`src/rtl/flash_cmd_decoder.sv`:
```
// flash_cmd_decoder
//
// SPI-flash slave command decoder, clocked on sck_i. It takes the received byte
// stream plus a two-deep history of earlier bytes from the pre-shift stage. It
// decodes the opcode and assembles the 24-bit start address. It then issues
// read, page-program, sector-erase and status requests to the array controller.
// It also holds the write-enable latch.
//
// Optional feature: define FLASH_FAST_READ_EN to decode opcode 0x0B as
// FAST_READ (address, one dummy byte, then read stream). Without the macro,
// 0x0B is an unknown opcode.
//
// Ports:
//   sck_i            SPI clock, all state updates on its rising edge
//   rst_ni           asynchronous active-low reset
//   cs_ni            chip select (active low), sampled on sck_i
//   data_byte_in_i   current received byte
//   data_in_valid_i  data_byte_in_i valid this cycle
//   pre_data1_i      byte received one valid-cycle earlier
//   pre_data2_i      byte received two valid-cycles earlier
//   cmd_opcode_o     latched opcode of the current/last frame
//   cmd_addr_o       assembled start address
//   addr_valid_o     1-cycle pulse when the address is complete
//   rd_req_o         1-cycle pulse per array read request
//   rd_addr_o        address for rd_req_o
//   pp_we_o          1-cycle pulse per program data byte
//   pp_addr_o        address for pp_we_o
//   pp_data_o        data for pp_we_o
//   se_req_o         1-cycle sector-erase commit pulse
//   status_sel_o     high while an RDSR frame is active
//   wel_o            write-enable latch
//   cmd_err_o        1-cycle error pulse
module flash_cmd_decoder #(
  parameter int unsigned ADDR_W    = 24,
  parameter int unsigned PAGE_SIZE = 256
) (
  input  logic              sck_i,
  input  logic              rst_ni,
  input  logic              cs_ni,
  input  logic [7:0]        data_byte_in_i,
  input  logic              data_in_valid_i,
  input  logic [7:0]        pre_data1_i,
  input  logic [7:0]        pre_data2_i,
  output logic [7:0]        cmd_opcode_o,
  output logic [ADDR_W-1:0] cmd_addr_o,
  output logic              addr_valid_o,
  output logic              rd_req_o,
  output logic [ADDR_W-1:0] rd_addr_o,
  output logic              pp_we_o,
  output logic [ADDR_W-1:0] pp_addr_o,
  output logic [7:0]        pp_data_o,
  output logic              se_req_o,
  output logic              status_sel_o,
  output logic              wel_o,
  output logic              cmd_err_o
);

  localparam int unsigned PageW = $clog2(PAGE_SIZE);

  localparam logic [7:0] OpcRead     = 8'h03;
  localparam logic [7:0] OpcPp       = 8'h02;
  localparam logic [7:0] OpcSe       = 8'h20;
  localparam logic [7:0] OpcWren     = 8'h06;
  localparam logic [7:0] OpcWrdi     = 8'h04;
  localparam logic [7:0] OpcRdsr     = 8'h05;
`ifdef FLASH_FAST_READ_EN
  localparam logic [7:0] OpcFastRead = 8'h0B;
`endif

  typedef enum logic [2:0] {
    StIdle,
    StAddr,
    StDummy,
    StData,
    StIgnore
  } state_e;

  // Decoded command class of the current frame; drives both the data phase
  // and the commit taken when cs_ni rises.
  typedef enum logic [2:0] {
    OpNone,
    OpRead,
    OpFastRead,
    OpPp,
    OpSe,
    OpWren,
    OpWrdi,
    OpRdsr
  } op_e;

  state_e             state_q;
  op_e                op_q;
  logic [1:0]         addr_cnt_q;
  logic               addr_done_q;
  // Set once the first program data byte of a PP frame has been seen.
  logic               pp_seen_q;
  logic [PageW-1:0]   page_off_q;

  logic [7:0]         cmd_opcode_q;
  logic [ADDR_W-1:0]  cmd_addr_q;
  logic               addr_valid_q;
  logic               rd_req_q;
  logic [ADDR_W-1:0]  rd_addr_q;
  logic               pp_we_q;
  logic [ADDR_W-1:0]  pp_addr_q;
  logic [7:0]         pp_data_q;
  logic               se_req_q;
  logic               status_sel_q;
  logic               wel_q;
  logic               cmd_err_q;

  always_ff @(posedge sck_i or negedge rst_ni) begin
    if (!rst_ni) begin
      state_q      <= StIdle;
      op_q         <= OpNone;
      addr_cnt_q   <= 2'd0;
      addr_done_q  <= 1'b0;
      pp_seen_q    <= 1'b0;
      page_off_q   <= '0;
      cmd_opcode_q <= 8'h00;
      cmd_addr_q   <= '0;
      addr_valid_q <= 1'b0;
      rd_req_q     <= 1'b0;
      rd_addr_q    <= '0;
      pp_we_q      <= 1'b0;
      pp_addr_q    <= '0;
      pp_data_q    <= 8'h00;
      se_req_q     <= 1'b0;
      status_sel_q <= 1'b0;
      wel_q        <= 1'b0;
      cmd_err_q    <= 1'b0;
    end else begin
      // Pulse outputs default low every edge.
      addr_valid_q <= 1'b0;
      rd_req_q     <= 1'b0;
      pp_we_q      <= 1'b0;
      se_req_q     <= 1'b0;
      cmd_err_q    <= 1'b0;

      if (cs_ni) begin
        // Deselect ends the frame; any byte on this edge is dropped. A
        // non-idle state means a frame was in progress, so commit it now.
        state_q      <= StIdle;
        status_sel_q <= 1'b0;
        if (state_q != StIdle) begin
          unique case (op_q)
            OpWren: wel_q <= 1'b1;
            OpWrdi: wel_q <= 1'b0;
            OpSe: begin
              if (!addr_done_q || !wel_q) begin
                cmd_err_q <= 1'b1;
              end else begin
                se_req_q <= 1'b1;
                wel_q    <= 1'b0;
              end
            end
            OpPp: begin
              if (!addr_done_q) begin
                cmd_err_q <= 1'b1;
              end else if (pp_seen_q && wel_q) begin
                wel_q <= 1'b0;
              end
            end
            OpRead, OpFastRead: begin
              if (!addr_done_q) begin
                cmd_err_q <= 1'b1;
              end
            end
            default: ;
          endcase
        end
      end else if (data_in_valid_i) begin
        unique case (state_q)
          StIdle: begin
            cmd_opcode_q <= data_byte_in_i;
            addr_cnt_q   <= 2'd0;
            addr_done_q  <= 1'b0;
            pp_seen_q    <= 1'b0;
            unique case (data_byte_in_i)
              OpcRead: begin
                op_q    <= OpRead;
                state_q <= StAddr;
              end
`ifdef FLASH_FAST_READ_EN
              OpcFastRead: begin
                op_q    <= OpFastRead;
                state_q <= StAddr;
              end
`endif
              OpcPp: begin
                op_q    <= OpPp;
                state_q <= StAddr;
              end
              OpcSe: begin
                op_q    <= OpSe;
                state_q <= StAddr;
              end
              OpcWren: begin
                op_q    <= OpWren;
                state_q <= StIgnore;
              end
              OpcWrdi: begin
                op_q    <= OpWrdi;
                state_q <= StIgnore;
              end
              OpcRdsr: begin
                op_q         <= OpRdsr;
                status_sel_q <= 1'b1;
                state_q      <= StIgnore;
              end
              default: begin
                op_q      <= OpNone;
                cmd_err_q <= 1'b1;
                state_q   <= StIgnore;
              end
            endcase
          end

          StAddr: begin
            addr_cnt_q <= addr_cnt_q + 2'd1;
            if (addr_cnt_q == 2'd2) begin
              // Third address byte: the two earlier ones sit in the history.
              cmd_addr_q   <= {pre_data2_i, pre_data1_i, data_byte_in_i};
              addr_valid_q <= 1'b1;
              addr_done_q  <= 1'b1;
              unique case (op_q)
                OpRead: begin
                  state_q   <= StData;
                  rd_req_q  <= 1'b1;
                  rd_addr_q <= {pre_data2_i, pre_data1_i, data_byte_in_i};
                end
                OpFastRead: state_q <= StDummy;
                OpPp: begin
                  state_q    <= StData;
                  page_off_q <= data_byte_in_i[PageW-1:0];
                end
                default: state_q <= StIgnore;
              endcase
            end
          end

          StDummy: begin
            // The dummy byte itself produces no read; the first read is
            // issued as the stream enters the data phase.
            state_q   <= StData;
            rd_req_q  <= 1'b1;
            rd_addr_q <= cmd_addr_q;
          end

          StData: begin
            if (op_q == OpPp) begin
              pp_seen_q <= 1'b1;
              if (wel_q) begin
                pp_we_q    <= 1'b1;
                pp_data_q  <= data_byte_in_i;
                pp_addr_q  <= {cmd_addr_q[ADDR_W-1:PageW], page_off_q};
                // Offset wraps inside the page rather than carrying upward.
                page_off_q <= page_off_q + 1'b1;
              end else if (!pp_seen_q) begin
                cmd_err_q <= 1'b1;
              end
            end else begin
              rd_req_q  <= 1'b1;
              rd_addr_q <= rd_addr_q + 1'b1;
            end
          end

          StIgnore: ;

          default: state_q <= StIdle;
        endcase
      end
    end
  end

  assign cmd_opcode_o = cmd_opcode_q;
  assign cmd_addr_o   = cmd_addr_q;
  assign addr_valid_o = addr_valid_q;
  assign rd_req_o     = rd_req_q;
  assign rd_addr_o    = rd_addr_q;
  assign pp_we_o      = pp_we_q;
  assign pp_addr_o    = pp_addr_q;
  assign pp_data_o    = pp_data_q;
  assign se_req_o     = se_req_q;
  assign status_sel_o = status_sel_q;
  assign wel_o        = wel_q;
  assign cmd_err_o    = cmd_err_q;

endmodule

```
`config.mk`:
```
export PLATFORM = sky130hd
export DESIGN_NAME = flash_cmd_decoder
export DESIGN_NICKNAME = d
export VERILOG_FILES = /design/src/rtl/flash_cmd_decoder.sv
export SDC_FILE = /design/constraint.sdc
export NUM_CORES = 1
export LEC_CHECK = 0
export ABC_AREA = 1
export BUFFER_PORTS_ARGS = -buffer_cell sky130_fd_sc_hd__buf_4
export CORE_ASPECT_RATIO = 1.2
export CORE_UTILIZATION = 25
export DETAILED_ROUTE_END_ITERATION = 12
export GPL_ROUTABILITY_DRIVEN = 0
export PLACE_DENSITY = 0.55
export RECOVER_POWER = 100
export SYNTH_ARGS = -nofsm -noshare
export SYNTH_HDL_FRONTEND = slang
export SYNTH_SLANG_ARGS = --single-unit
```
`constraint.sdc`:
```
create_clock -name sck_i -period 1.5 [get_ports sck_i]
set_clock_uncertainty 0.2 [all_clocks]
set_input_delay 0.3 -clock sck_i [delete_from_list [all_inputs] [get_ports sck_i]]
set_output_delay 0.3 -clock sck_i [all_outputs]
set_load 0.01 [all_outputs]
```
# After elaboration in Yosys (flattened, before gate mapping)
# Index checks and enable logic that the tools add are counted.
# W data, S select, Z words.
[classes]
add_sub_neg = 3
n_eq_ne = 28
mux = 59
bitwise = 1
reduce_logical = 30
[ops]
columns = ["operator", "n"]
rows = [
  ["$mux W24", 3],
  ["$pmux W24 S3", 1],
  ["$mux W1", 36],
  ["$mux W8", 4],
  ["$add A24 B1 Y24 const B", 1],
  ["$eq A8 B3 Y1 const B", 3],
  ["$ne A2 B2 Y1 const B", 9],
  ["$pmux W3 S6", 1],
  ["$eq A8 B2 Y1 const B", 2],
  ["$pmux W8 S2", 1],
  ["$eq A3 B2 Y1 const B", 4],
  ["$eq A3 B3 Y1 const B", 4],
  ["$mux W3", 4],
  ["$pmux W3 S4", 1],
  ["$reduce_and A3 Y1", 4],
  ["$reduce_and A4 Y1", 3],
  ["$reduce_and A6 Y1", 2],
  ["$reduce_bool A2 Y1", 6],
  ["$add A8 B1 Y8 const B", 1],
  ["$eq A8 B6 Y1 const B", 1],
  ["$pmux W1 S2", 4],
  ["$reduce_and A7 Y1", 1],
  ["$eq A3 B1 Y1 const B", 2],
  ["$pmux W3 S2", 1],
  ["other kinds (18)", 22],
]
[word_totals]
register_bits = 113
out_inout_bits = 95
word_cells = 139

# Longest topological paths before layout
# Gate-level depths: netlist (run 1).
[logic_depth]
ltp_word = 7
ltp_mapped = 11

# Least setup slack after synthesis (run 1)
# Ideal clock, no wire load.
[synth_timing]
kind = "flip-flop to flip-flop"
startpoint = "reg rd_addr_q[1], in the netlist rd_addr_o[1]"
endpoint = "reg rd_addr_q[12], in the netlist rd_addr_o[12]"
setup_ps = 77
arrival_ps = 1424
path_slack_ps = -201
stages_incl_launch_ff = 9
n_path_buf = 0
synth_period_minus_slack_ps = 1701
path_cell_list = "dfrtp_1 > ha_1 > nand2_1 > nor2_2 > nand2_1 > nor2_2 > or2_2 > nand3_1 > a21oi_1"
[synth_between]
elab_chain_len = 3
[synth_rtl]
columns = ["element", "line_no", "source"]
rows = [
  ["from (decl)", "103", "logic [ADDR_W-1:0] rd_addr_q;"],
  ["from (signal assigned)", "230", "rd_addr_q <= {pre_data2_i, pre_data1_i, data_byte_in_i};"],
  ["from (signal assigned)", "247", "rd_addr_q <= cmd_addr_q;"],
  ["from (signal assigned)", "264", "rd_addr_q <= rd_addr_q + 1'b1;"],
  ["$add A24 B1 Y24", "264", ""],
  ["$mux W24", "251", "if (op_q == OpPp) begin"],
  ["$pmux W24 S3", "173", "unique case (state_q)"],
]
# No other way between the ends. The select of a mux whose other input is x is not followed.
# A chain may end at the register's enable or synchronous reset.

# Final worst setup path (run 1)
[layout_timing]
startpoint = "reg state_q[2]"
endpoint = "reg cmd_addr_q[18], in the netlist cmd_addr_o[18]"
[layout_between]
elab_chain_len = 2
[layout_rtl]
columns = ["element", "line_no", "source"]
rows = [
  ["from (decl)", "91", "state_e state_q;"],
  ["from (signal assigned)", "114", "state_q <= StIdle;"],
  ["from (signal assigned)", "143", "state_q <= StIdle;"],
  ["from (signal assigned)", "182", "state_q <= StAddr;"],
  ["$eq A3 B1 Y1", "173", ""],
  ["$reduce_and A4 Y1 (no line)", "--", ""],
  ["to (signal assigned)", "223", "cmd_addr_q <= {pre_data2_i, pre_data1_i, data_byte_in_i};"],
  ["to (decl)", "100", "logic [ADDR_W-1:0] cmd_addr_q;"],
]
# No other way between the ends.

==> results of run 1 <==
[sequential cells by signal, indices dropped and copies added, names as in the netlist, 2 cells and up]
name          count
cmd_addr_o       24
addr_cnt_q        2
rd_addr_o        24
pp_data_o         8
state_q           3
page_off_q        8
op_q              3
cmd_opcode_o      8
pp_addr_o        24
[per-layer routing]
layer | GRT usage | share of wire | up-vias
li1 | - | - | 3169
met1 | 0.229 | 0.43 | 3124
met2 | 0.299 | 0.51 | 159
met3 | 0.0401 | 0.044 | 22
met4 | 0.0542 | 0.016 | 0
met5 | 0 | 0 | -
[timing repair]
item,CTS,global route
hold buffers,17,0
gates resized for setup,185,231
pin swaps,23,62
buffers inserted,48,28
hold endpoints to repair,129,0
gates cloned,6,11
setup endpoints to repair,140,147
[Yosys cell counts (2+ instances only)]
cell and instances:
clkbuf_1 6, nand4_1 8, ha_1 3, inv_2 6, nor2_2 8, buf_4 2, o21ai_0 82, a22oi_1 11
nand2_1 246, buf_2 11, or2_2 3, nor3_1 4, o21ai_2 18, dfrtp_1 113, a21oi_1 21, nand3_1 44
nor2_1 77, buf_6 7, inv_1 78, a31oi_1 2, o21ai_1 12
[worst paths after layout]
| path | to | slack [ns] | cells after the start |
|---|---|---|---|
| max | cmd_addr_o[18]$_DFFE_PN0P_ | -0.35 | 11 |
| min reg2reg | pp_addr_o[0]$_DFFE_PN0P_ | 0.27 | 2 |
| max reg2reg | cmd_addr_o[18]$_DFFE_PN0P_ | -0.35 | 11 |
| max in group asynchronous | rd_addr_o[4]$_DFFE_PN0P_ | 0.13 | 3 |
| min | cmd_addr_o[5]$_DFFE_PN0P_ | 0.02 | 3 |
| min in group asynchronous | pp_addr_o[23]$_DFFE_PN0P_ | 0.06 | 2 |
[area by class of cell]
| class | instances | area share |
|---|---|---|
| clock buffer | 25 | 0.0480 |
| clock inverter | 7 | 0.0113 |
| inverter | 84 | 0.0343 |
| multi-input combinational | 548 | 0.311 |
| sequential | 113 | 0.265 |
| tap | 310 | 0.0362 |
| timing repair buffer | 339 | 0.294 |
| timing repair inverter | 1 | 0.000700 |
[critical path: stages (launching register included)]
cell     delay (ns)
dfrtp_1        0.41
buf_6          0.14
nor2_4         0.13
nand2_4        0.10
nor2_4         0.09
inv_2          0.05
nor2_4         0.12
buf_12         0.12
buf_12         0.12
buf_12         0.13
nand2_2        0.06
o21ai_1        0.08
[kinds of logic (layout without fill, tap and decap cells)]
logic type / after synthesis / in the layout
flops: 113 / 113
fa+ha+maj: 3 / 3
simple gates: 394 / 395
compound gates: 150 / 150
buf+inv: 111 / 456
[stage by stage]
stage	instances	total power [uW]	worst slack, ns
finish	1427	9240	-0.347
global route	1427	9590	-0.442
CTS	1398	9120	-0.258
detailed placement	1301	4540	-0.406
global placement	1301	4530	-0.366
floorplan	771	3810	-0.113
[cell usage in the layout, fill, tap and decap left out, types with 7 or more instances in the layout]
cell type	instances
a21oi_1	11
a21oi_2	9
a22oi_1	7
buf_12	15
buf_4	172
buf_6	86
clkbuf_1	25
clkbuf_16	24
dfrtp_1	101
dfrtp_2	12
dlygate4sd3_1	17
inv_1	65
inv_2	11
nand2_1	164
nand2_2	59
nand2_4	23
nand3_1	33
nand3_2	8
nand4_1	8
nor2_1	52
nor2_2	14
nor2_4	19
o21ai_0	14
o21ai_1	54
o21ai_2	42
[where the power goes]
group	total, uW	internal [uW]	switching [uW]
logic	1530	766	768
registers	3380	3220	161
clock network	4320	2880	1440
total	9240	6870	2370
==> impl_metrics.json, run 1 <==
{
  "fin_nets": 1135,
  "grt_max_degree": 46,
  "dominantRegCellSynth": "dfrtp_1",
  "required_ns": 1.64,
  "clk_latency_ns": 0.42,
  "drive_gt1_frac": 0.499,
  "period_minus_slack_ns": 1.85,
  "syn_area_per_cell_um2": 7.56,
  "path_max_fanout": 8,
  "postLayoutCoreUtil": 0.473,
  "postLayoutSetupSlackWorst_ns": -0.347,
  "ys_top_cells_by_area": "dfrtp_1 (48%), nand2_1 (16%), o21ai_0 (7.0%)",
  "wl_per_cell_um": 15.7,
  "critPathKind": "flip-flop to flip-flop",
  "fill_cells": 2169,
  "drt-initial-drc-count": 366,
  "r2r-start": "state_q[2]$_DFFE_PN0P_",
  "timing.slew.headroom": 0.600,
  "clock_path_buffers": 2,
  "hold_violations": 0,
  "synth_top_family_by_area": "simple AND/OR/NAND/NOR gates",
  "yosys.area_share.simple": 0.277,
  "vias_per_cell": 4.54,
  "ios": 123,
  "critPathLaunchType": "flip-flop",
  "regArea_mm2": 0.00284,
  "port_buffers": 122,
  "power_leakage_uw": 0.00521,
  "ys_seq_area_frac": 0.485,
  "dieArea_mm2": 0.0239,
  "critPathArrivalTime_ns": 1.99,
  "cts-root-buf": "clkbuf_16",
  "fin_tns_setup_ns": -30.83,
  "synth_nets": 802,
  "rsz0062_at_grt": "true",
  "synth-xor-area-share": 0,
  "stdcell_area_mm2": 0.0107,
  "synth_edf_count": 0,
  "failed_checks": "negative setup slack",
  "synth_top_area_frac": 0.485,
  "globalRouteTotalUtil": 0.179,
  "dpl_cell_area_mm2": 0.00806,
  "h-tree-depth": 4,
  "start_util": 0.257,
  "vias": 6474,
  "multi_input_area_mm2": 0.00333,
  "hold_class": "input port to flip-flop",
  "synth_top_cell_by_area": "dfrtp_1",
  "hpwl_um": 14300,
  "cp-end-kind": "flip-flop",
  "die-width_um": 141,
  "core_mm2": 0.0227,
  "p_per_area_mw_per_mm2": 861,
  "status": "finished, violations left",
  "synth_compound_area_frac": 0.147,
  "finalSetupViolCount": 130,
  "ys_types": 30,
  "postRouteAntennaNets": 0,
  "fp-row-count": 60,
  "diodes": 0,
  "grt_antenna_before_repair": 0,
  "ir_drop_mv": 0.593,
  "netlist_instances": 771,
  "clkTransAtPathRegs_ns": 0.06,
  "min_from": "data_byte_in_i[5]",
  "grt-ovfl-total": 0,
  "max_freq_mhz": 541,
  "fin_hold_ws_ns": 0.0206,
  "synth-adder-area-share": 0.00644,
  "drc": 0,
  "setup.worst_path.start": "state_q[2]$_DFFE_PN0P_",
  "cts.sinks": 113,
  "drv_slew": 0,
  "cap_violations": 0,
  "synth_seq_cells": 113,
  "synth_mux_area_frac": 0,
  "tightest_slew_ns": 0.600,
  "fin_crit_sh": 1.23,
  "first_pass_iters": 5,
  "syn_area_mm2": 0.00583,
  "cts-buffers-inserted": 17,
  "wl_um": 22400,
  "grt_pass1_wl_um": 32800,
  "area_delta_synth_final_pct": 84.0,
  "grt_pass1_vias": 6088,
  "fp.dieH_um": 169,
  "synth_warnings": 0,
  "synthArstFlopShare": 1.00,
  "cts_tree": "yes"
}
No activity file was read; power rests on OpenSTA's default activity.
==> inputs of run 2 (changes only) <==
Settings changed: HOLD_SLACK_MARGIN set to 0.08.
==> run 2 against run 1 <==
- the flow still finishes with violations (negative setup slack)
- global-route usage is essentially flat
- register-to-register slack lost 0.04 ns
- core utilization is essentially flat
- clock power is essentially flat
- die area is the same
- combinational power is essentially flat
- first-iteration DRC count grew 5.2%
- maximum frequency shrank 2.2%
- sequential share of layout area is essentially flat
- sequential power is essentially flat
- via count shrank 0.25%
- worst hold slack gained 0.084 ns
- critical path type unchanged
==> impl_metrics.json, run 2 (synthesis gave the netlist of run 1 again) <==
{
  "die-width_um": 141,
  "cts_tree": "yes",
  "cp-end-kind": "flip-flop",
  "power.total_uw": 9190,
  "status": "finished, violations left",
  "diodes": 0,
  "finalSetupViolCount": 132,
  "pwr-share-seq": 0.366,
  "wl_um": 22300,
  "critPathKind": "flip-flop to flip-flop",
  "r2r-start": "state_q[2]$_DFFE_PN0P_",
  "grt_pass1_vias": 6116,
  "max_stage_delay_ns": 0.42,
  "rsz0062_at_grt": "true",
  "final_cell_mix": "buf_4 (211), nand2_1 (171), dfrtp_1 (101)",
  "cts-buffers-inserted": 17,
  "grt_antenna_before_repair": 0,
  "r2r_cells": 10,
  "reg2reg_slack_ns": -0.39,
  "stdcell_area_mm2": 0.0107,
  "clkTransAtPathRegs_ns": 0.06,
  "slowest_stage": "dfrtp_1",
  "switching_share": 0.254,
  "dpl_cell_area_mm2": 0.00806,
  "hpwl_um": 14300,
  "period_minus_slack_ns": 1.89,
  "start_util": 0.257,
  "critPathLaunchType": "flip-flop",
  "cts.sinks": 113,
  "min_from": "data_byte_in_i[1]",
  "setup.worst_path.start": "state_q[2]$_DFFE_PN0P_",
  "cp.buffers_inverters": 5,
  "cap_violations": 0,
  "cp.depth": 10,
  "vias": 6458,
  "drive_gt1_frac": 0.502,
  "drt-initial-drc-count": 385,
  "fin_hold_ws_ns": 0.105,
  "ir_drop_mv": 0.634,
  "postLayoutCoreUtil": 0.474,
  "fp.dieH_um": 169,
  "first_pass_iters": 7,
  "fp-row-count": 60,
  "endpoint": "cmd_opcode_o[2]$_DFFE_PN0P_",
  "tightest_slew_ns": 0.645,
  "cp_cell_sequence": "buf_6, nor2_4, buf_4, buf_4, nand2_4, nor2_4, inv_4, clkbuf_16, nand2_1, o21ai_0",
  "path_max_fanout": 8,
  "globalRouteTotalUtil": 0.179,
  "r2r_end": "cmd_opcode_o[2]$_DFFE_PN0P_",
  "power_leakage_uw": 0.00527,
  "drv_slew": 0,
  "max_freq_mhz": 529,
  "cts-root-buf": "clkbuf_16",
  "port_buffers": 122,
  "hold_class": "input port to flip-flop",
  "required_ns": 1.60,
  "critPathArrivalTime_ns": 1.99,
  "fin_tns_setup_ns": -34.50,
  "p_sw_uw": 2330,
  "fin_crit_sh": 1.26,
  "wl_per_cell_um": 15.6,
  "crit_family": "buffers and inverters",
  "drc": 0,
  "intPower_uw": 6860,
  "vias_per_cell": 4.52,
  "ios": 123,
  "h-tree-depth": 4,
  "postLayoutSetupSlackWorst_ns": -0.389,
  "p_per_area_mw_per_mm2": 856,
  "grt-ovfl-total": 0,
  "area_delta_synth_final_pct": 84.2,
  "hold_violations": 0,
  "dieArea_mm2": 0.0239,
  "postRouteAntennaNets": 0,
  "grt_max_degree": 46,
  "fin_nets": 1138,
  "grt_pass1_wl_um": 32800,
  "clk_latency_ns": 0.42,
  "final_common_cell": "buf_4",
  "failed_checks": "negative setup slack",
  "combPwrFrac": 0.164,
  "p_clk_frac": 0.469,
  "timing.slew.headroom": 0.570,
  "core_mm2": 0.0227,
  "clock_path_buffers": 2
}
==> run 2: cell count changes in the layout (fill, tap and decap cells not counted), moves of 2 or more <==
| cell | change |
|---|---|
| buf_4 | +39 |
| clkbuf_1 | -19 |
| buf_6 | -8 |
| nand2_1 | +7 |
| nand2_4 | -6 |
| clkbuf_2 | -5 |
| o21ai_0 | +5 |
| clkbuf_4 | -4 |
| o21ai_2 | -4 |
| buf_2 | -3 |
| dlygate4sd3_1 | +3 |
| nor2_1 | +2 |
| nor2_2 | -2 |
==> run 2: power by group through the flow <==
stage | Sequential, uW | Combinational [uW] | Clock [uW]
after floorplan | 3460 | 345 | 0
after global placement | 3400 | 1120 | 0
after detailed placement | 3410 | 1130 | 0
after CTS | 3350 | 1380 | 4380
after global routing | 3380 | 1640 | 4530
final | 3360 | 1510 | 4310
==> run 2: layout make-up <==
| type | instances | area, um2 |
|---|---|---|
| Fill cell | 2168 | 11900 |
| Multi-Input combinational cell | 548 | 3250 |
| Timing Repair Buffer | 342 | 3250 |
| Sequential cell | 113 | 2840 |
| Clock buffer | 25 | 515 |
| Tap cell | 310 | 388 |
| Inverter | 84 | 368 |
| Clock inverter | 7 | 121 |
| Timing Repair inverter | 1 | 7.51 |
==> run 2: how the worst min path moves through the flow <==
| stage | end | slack [ns] | depth (start not counted) |
|---|---|---|---|
| after floorplan | addr_cnt_q[0]$_DFFE_PN0P_ | -0.20 | 0 |
| after global placement | pp_addr_o[23]$_DFFE_PN0P_ | -0.07 | 1 |
| after detailed placement | pp_addr_o[23]$_DFFE_PN0P_ | -0.08 | 1 |
| after CTS | status_sel_o$_DFFE_PN0P_ | 0.1 | 4 |
| after global routing | status_sel_o$_DFFE_PN0P_ | 0.11 | 4 |
| final | op_q[1]$_DFFE_PN0P_ | 0.10 | 6 |
==> run 2: routing by layer <==
layer  global-route usage  up-vias  share of wire
li1                     -     3172              -
met3               0.0401       24          0.048
met1                0.229     3099           0.43
met4               0.0542        0          0.015
met5                    0        -              0
met2                0.299      163           0.51
==> run 2: repair_timing <==
action / 4_1_cts / 5_1_grt
hold buffers: 20 / 0
endpoints found under the setup margin: 140 / 147
cloned: 6 / 11
pin swaps: 23 / 58
resized for setup: 185 / 195
hold endpoints to repair: 138 / 0
buffers inserted: 48 / 26
==> run 2: worst register-to-register path, cell delays in order, from the launching register on <==
cell,delay (ns)
dfrtp_1,0.42
buf_6,0.14
nor2_4,0.15
buf_4,0.14
buf_4,0.12
nand2_4,0.06
nor2_4,0.17
inv_4,0.08
clkbuf_16,0.16
nand2_1,0.05
o21ai_0,0.08
==> run 2: per-stage QoR <==
step / std cells / setup WS, ns
floorplan: 771 / -0.113
global placement: 1301 / -0.366
detailed placement: 1301 / -0.406
CTS: 1401 / -0.258
global route: 1430 / -0.484
finish: 1430 / -0.389
